## src/rtl/datapath_if.sv

```systemverilog
// Control and memory-side signal bundle for the single-cycle datapath.
// The controller/memory side holds the master view; the datapath holds the slave view.
interface datapath_if;
  logic        memtoreg;
  logic        pcsrc;
  logic        alusrc;
  logic        regdst;
  logic        regwrite;
  logic        jump;
  logic [2:0]  alucontrol;
  logic        zero;
  logic [31:0] pc;
  logic [31:0] instr;
  logic [31:0] aluout;
  logic [31:0] writedata;
  logic [31:0] readdata;

  modport master (
    output memtoreg, pcsrc, alusrc, regdst, regwrite, jump, alucontrol,
    output instr, readdata,
    input  zero, pc, aluout, writedata
  );

  modport slave (
    input  memtoreg, pcsrc, alusrc, regdst, regwrite, jump, alucontrol,
    input  instr, readdata,
    output zero, pc, aluout, writedata
  );
endinterface

```

## src/rtl/datapath.sv

```systemverilog
// Single-cycle MIPS-subset datapath: PC, 32x32 register file, sign extension,
// ALU and next-PC selection. Decode lives outside; this block executes controls.
module datapath (
  input  logic       clk,
  input  logic       reset,
  datapath_if.slave  bus
);

  logic [31:0] pc_q, pc_d;
  logic [31:0] rf_q [32];
  logic [31:0] rf_d [32];

  logic [31:0] rd1_s, rd2_s, signimm_s, srcb_s, aluout_s, diff_s;
  logic [31:0] result_s, pcplus4_s, pcbranch_s, pcjump_s;
  logic [4:0]  writereg_s;
  logic        slt_s;
  logic [5:0]  opcode_unused_s;

  // Operand fetch and sign extension; entry 0 of the file is never written, so it reads 0
  always_comb begin
    rd1_s           = rf_q[bus.instr[25:21]];
    rd2_s           = rf_q[bus.instr[20:16]];
    signimm_s       = {{16{bus.instr[15]}}, bus.instr[15:0]};
    srcb_s          = bus.alusrc ? signimm_s : rd2_s;
    opcode_unused_s = bus.instr[31:26];
  end

  // ALU; slt uses the sign of A-B corrected for signed overflow
  always_comb begin
    diff_s = rd1_s - srcb_s;
    slt_s  = diff_s[31] ^ ((rd1_s[31] ^ srcb_s[31]) & (rd1_s[31] ^ diff_s[31]));
    case (bus.alucontrol)
      3'b010:  aluout_s = rd1_s + srcb_s;
      3'b110:  aluout_s = diff_s;
      3'b000:  aluout_s = rd1_s & srcb_s;
      3'b001:  aluout_s = rd1_s | srcb_s;
      3'b111:  aluout_s = {31'd0, slt_s};
      3'b100:  aluout_s = rd1_s & ~srcb_s;
      3'b101:  aluout_s = rd1_s | ~srcb_s;
      3'b011:  aluout_s = 32'd0;
      default: aluout_s = 32'd0;
    endcase
  end

  // Write-back selection and next register-file contents
  always_comb begin
    writereg_s = bus.regdst ? bus.instr[15:11] : bus.instr[20:16];
    result_s   = bus.memtoreg ? bus.readdata : aluout_s;
    rf_d[0]    = 32'd0;
    for (int i = 1; i < 32; i++) begin
      rf_d[i] = (bus.regwrite && (writereg_s == 5'(i))) ? result_s : rf_q[i];
    end
  end

  // Next-PC selection; jump has priority over branch
  always_comb begin
    pcplus4_s  = pc_q + 32'd4;
    pcbranch_s = pcplus4_s + {signimm_s[29:0], 2'b00};
    pcjump_s   = {pcplus4_s[31:28], bus.instr[25:0], 2'b00};
    if (bus.jump) begin
      pc_d = pcjump_s;
    end else if (bus.pcsrc) begin
      pc_d = pcbranch_s;
    end else begin
      pc_d = pcplus4_s;
    end
  end

  // Architectural state: PC and register file
  always_ff @(posedge clk or negedge reset) begin
    if (!reset) begin
      pc_q <= 32'd0;
      for (int i = 0; i < 32; i++) begin
        rf_q[i] <= 32'd0;
      end
    end else begin
      pc_q <= pc_d;
      rf_q <= rf_d;
    end
  end

  assign bus.pc        = pc_q;
  assign bus.aluout    = aluout_s;
  assign bus.writedata = rd2_s;
  assign bus.zero      = (aluout_s == 32'd0);

endmodule

```

## src/flat_wrapper.sv

```systemverilog
// flat-port wrapper written by rule: the top's interface ports become plain ports
module datapath_flat 
  (clk, reset, bus_memtoreg, bus_pcsrc, bus_alusrc, bus_regdst, bus_regwrite, bus_jump, bus_alucontrol, bus_instr, bus_readdata, bus_zero, bus_pc, bus_aluout, bus_writedata);
  datapath_if bus_i ();
  input  logic clk;
  input  logic reset;
  input wire logic [$bits(bus_i.memtoreg)-1:0] bus_memtoreg;
  input wire logic [$bits(bus_i.pcsrc)-1:0] bus_pcsrc;
  input wire logic [$bits(bus_i.alusrc)-1:0] bus_alusrc;
  input wire logic [$bits(bus_i.regdst)-1:0] bus_regdst;
  input wire logic [$bits(bus_i.regwrite)-1:0] bus_regwrite;
  input wire logic [$bits(bus_i.jump)-1:0] bus_jump;
  input wire logic [$bits(bus_i.alucontrol)-1:0] bus_alucontrol;
  input wire logic [$bits(bus_i.instr)-1:0] bus_instr;
  input wire logic [$bits(bus_i.readdata)-1:0] bus_readdata;
  output wire logic [$bits(bus_i.zero)-1:0] bus_zero;
  output wire logic [$bits(bus_i.pc)-1:0] bus_pc;
  output wire logic [$bits(bus_i.aluout)-1:0] bus_aluout;
  output wire logic [$bits(bus_i.writedata)-1:0] bus_writedata;
  assign bus_i.memtoreg = bus_memtoreg;
  assign bus_i.pcsrc = bus_pcsrc;
  assign bus_i.alusrc = bus_alusrc;
  assign bus_i.regdst = bus_regdst;
  assign bus_i.regwrite = bus_regwrite;
  assign bus_i.jump = bus_jump;
  assign bus_i.alucontrol = bus_alucontrol;
  assign bus_i.instr = bus_instr;
  assign bus_i.readdata = bus_readdata;
  assign bus_zero = bus_i.zero;
  assign bus_pc = bus_i.pc;
  assign bus_aluout = bus_i.aluout;
  assign bus_writedata = bus_i.writedata;
  datapath u_core (.clk(clk), .reset(reset), .bus(bus_i));
endmodule
```

## config.mk

```make
export PLATFORM = sky130hd
export DESIGN_NAME = datapath_flat
export DESIGN_NICKNAME = d
export VERILOG_FILES = /design/src/rtl/datapath_if.sv /design/src/rtl/datapath.sv /design/src/flat_wrapper.sv
export SDC_FILE = /design/constraint.sdc
export NUM_CORES = 2
export LEC_CHECK = 0
export BUFFER_PORTS_ARGS = -buffer_cell sky130_fd_sc_hd__buf_2
export CORE_MARGIN = 2
export CORE_UTILIZATION = 30
export CTS_CLUSTER_DIAMETER = 80
export DETAILED_ROUTE_END_ITERATION = 12
export PLACE_DENSITY = 0.43
export SYNTH_ARGS = -nofsm -noshare
export SYNTH_HDL_FRONTEND = slang
export SYNTH_SLANG_ARGS = --single-unit
```

## constraint.sdc

```tcl
create_clock -name clk -period 7.35 [get_ports clk]
set_input_delay 0 -clock clk [delete_from_list [all_inputs] [get_ports clk]]
set_output_delay 0 -clock clk [all_outputs]
set_load 0.01 [all_outputs]
```

==> impl_metrics.env <==
export IMPL_status="finished clean"
export IMPL_dp_hpwl_um=181000
export IMPL_total_leakage_power_uw=0.0307
export IMPL_clock_latency_ns=0.80
export IMPL_grt_pass1_wl_um=386000
export IMPL_maxCapViolCount=0
export IMPL_numCtsBuffers=118
export IMPL_cp_slowest_stage_delay_ns=0.48
export IMPL_ys_seq_elements=1022
export IMPL_critPathKind="flop to primary output"
export IMPL_final_area_mm2=0.0704
export IMPL_synthArstFlopShare_pct=100
export IMPL_netlist_area_leader_share_pct=42.4
export IMPL_drv_slew=0
export IMPL_rr_startpoint="u_core.rf_q[514]"
export IMPL_tightest_slew_ns=1.34
export IMPL_cts_root_buf="clkbuf_16"
export IMPL_num_nets_final=6333
export IMPL_post_route_min_period_ns=7.05
export IMPL_finalWirelength_um=272000
export IMPL_drc=0
export IMPL_netlist_instances=6010
export IMPL_place_port_buffers=163
export IMPL_antenna_found_initial=12
export IMPL_die_area_mm2=0.205
export IMPL_drt_wirelength_per_cell_um=30.5
export IMPL_avgSynthCellArea_um2=10.0
export IMPL_fp_dieW_um=452
export IMPL_setup_viol=0
export IMPL_via_per_inst=5.66
export IMPL_ys_warnings_count=0
export IMPL_syn_cell_area_mm2=0.0603
export IMPL_cp_startpoint="u_core.rf_q[514]"
export IMPL_row_count=164
export IMPL_clkSinkCount=1022
export IMPL_cts_buffer_depth=3
export IMPL_grt_overflow=0
export IMPL_max_slew_margin_pct=10.3
export IMPL_via_count=50400
export IMPL_globalplace_congestion=0.907
export IMPL_core_area_mm2=0.200
export IMPL_finalHoldViolCount=0
export IMPL_fmax_mhz=142
export IMPL_cts_tree="done"
export IMPL_grt_pass1_vias=49300
export IMPL_synth_most_common_cell="nand2_1"
export IMPL_slowest_stage="mux4_2"
export IMPL_fin_worst_skew_ns=0.0680
export IMPL_rsz0062_at_grt="no"
export IMPL_ys_types=96
export IMPL_yosysSeqAreaShare_pct=42.4
export IMPL_tns_ns=0
export IMPL_worstHoldPathType="input pin to flop"
export IMPL_synthTopCellsByCount="nand2_1 (1173), o21ai_0 (1056), dfrtp_1 (1022)"
export IMPL_clk_pin_slew_ns=0.06
export IMPL_fin_crit_sh_pct=96.0
export IMPL_die_h_um=452
export IMPL_htree_num_levels=3
export IMPL_synth_edff_count=0
export IMPL_drive_gt1_share_pct=20.9
export IMPL_gr_usage_all_layers_pct=26.3
export IMPL_syn2layout_area_growth_pct=16.7
export IMPL_powerDensity_mw_per_mm2=286
export IMPL_critPathMaxFanout=3
export IMPL_crit_path_end_kind="primary output"
export IMPL_dpl_cell_area_mm2=0.0655
export IMPL_first_pass_iters=7
export IMPL_min_delay_start="bus_instr[19]"
export IMPL_critical_path_required_ns=7.35
export IMPL_ant_nets=0
export IMPL_synth_top_cell_by_area="dfrtp_1"
export IMPL_ios=172
export IMPL_vdd_drop_max_uv=210
export IMPL_ys_flop_type="dfrtp_1"
export IMPL_synthTopCellsByArea="dfrtp_1 (42%), mux4_2 (15%), o21ai_0 (8.8%), nand2_1 (7.3%), mux2i_1 (3.8%)"
export IMPL_worstSetupStartpointType="flop"
export IMPL_worst_ep_arrival_time_ns=7.05
export IMPL_nFillCells=20100
export IMPL_initial_core_util_pct=30.2
export IMPL_grt_max_degree=173
export IMPL_drt_iter0_markers=4890
timing repair:
action,CTS,global route
endpoints found under the setup margin,1,1
hold buffers,71,0
pin swaps,1,2
endpoints found under the hold margin,1523,0
resized for setup,2,14
setup buffers,1,0
state kept, by name, summed over array words and instances (netlist names):
signal         flops
u_core.rf_q      992
u_core.bus.pc     30
report_power, final:
part	switching, µW	internal (µW)	total, µW
Combinational	3310	2630	5940
Clock	2670	3590	6260
Sequential	1030	6930	7950
Total	7000	13100	20100
metal layers:
layer | GRT usage (%) | routed length (µm) | up-vias
met4 | 9.88 | 11200 | 6
met3 | 4.05 | 17100 | 419
li1 | - | - | 22200
met1 | 36.1 | 119000 | 26000
met2 | 41.8 | 124000 | 1836
met5 | 0 | 40 | -
cell type report:
class	count	area, µm²	area share (%)
repair buffers	573	4650	6.61
multi-input cells	4339	32400	46.0
clock buffers	165	3370	4.79
clock inverters	49	676	0.960
diodes	6	15.0	0.0213
well taps	2656	3320	4.72
inverters	108	407	0.578
flip-flops and latches	1022	25600	36.3
kinds of logic after synthesis:
group,Yosys count,share of synthesized area (%)
compound gates,1716,16.8
other cells,1,0.00622
simple gates,1681,11.6
buf+inv,650,4.66
mux,733,20.8
flops,1022,42.4
xor+xnor,90,1.31
fa+ha+maj,117,2.40
through the flow:
stage | power (µW) | worst slack (ns) | utilization, % | hold WS (ns) | cells
after global placement | 13700 | 0.263 | 32.8 | 0.0303 | 8626
after CTS | 20200 | 0.0260 | 35.2 | 0.00703 | 8912
after global routing | 21200 | 0.0159 | 35.2 | 0.0388 | 8913
after floorplan | 11600 | 0.698 | - | -0.296 | 6011
final | 20100 | 0.297 | 35.3 | 0.0784 | 8918
after detailed placement | 13800 | 0.346 | 32.8 | 0.0386 | 8626
path summary, 6_finish.rpt:
check / end / slack [ns] / depth (start not counted)
worst min-delay path: u_core.bus.pc[21] / 0.08 / 4
min in group asynchronous: u_core.rf_q[788] / 0.54 / 4
worst max-delay path: bus_zero / 0.30 / 28
worst max register to register: u_core.rf_q[31] / 1.00 / 26
worst min register to register: u_core.rf_q[783] / 0.49 / 2
max in group asynchronous: u_core.rf_q[187] / 5.12 / 5
layout by cell type, fill, tap and decap left out, drive strengths merged, types with 43 or more instances in the layout:
master | netlist | final
a21oi | 144 | 144
buf | 154 | 503
nand3 | 60 | 60
a22oi | 58 | 58
a221oi | 43 | 43
dfrtp | 1022 | 1022
ha | 92 | 92
inv | 101 | 107
xnor2 | 68 | 68
o21ai | 1075 | 1075
nor3 | 59 | 59
o22ai | 44 | 44
mux4 | 402 | 402
mux2 | 102 | 102
dlygate4sd3 | 0 | 70
mux2i | 229 | 229
nand2 | 1173 | 1173
nor2 | 197 | 197
clkbuf | 388 | 165
worst max-delay path, delay by kind of cell, from the launching register on:
family,cells,cell delay [ns]
buffers and inverters,2,0.28
and+or+nand+nor,7,0.90
AOI/OAI and AO/OA,14,2.97
muxes,3,0.95
DFF,1,0.39
adders and majority gates,2,0.73
No activity file was read; power rests on OpenSTA's default activity.
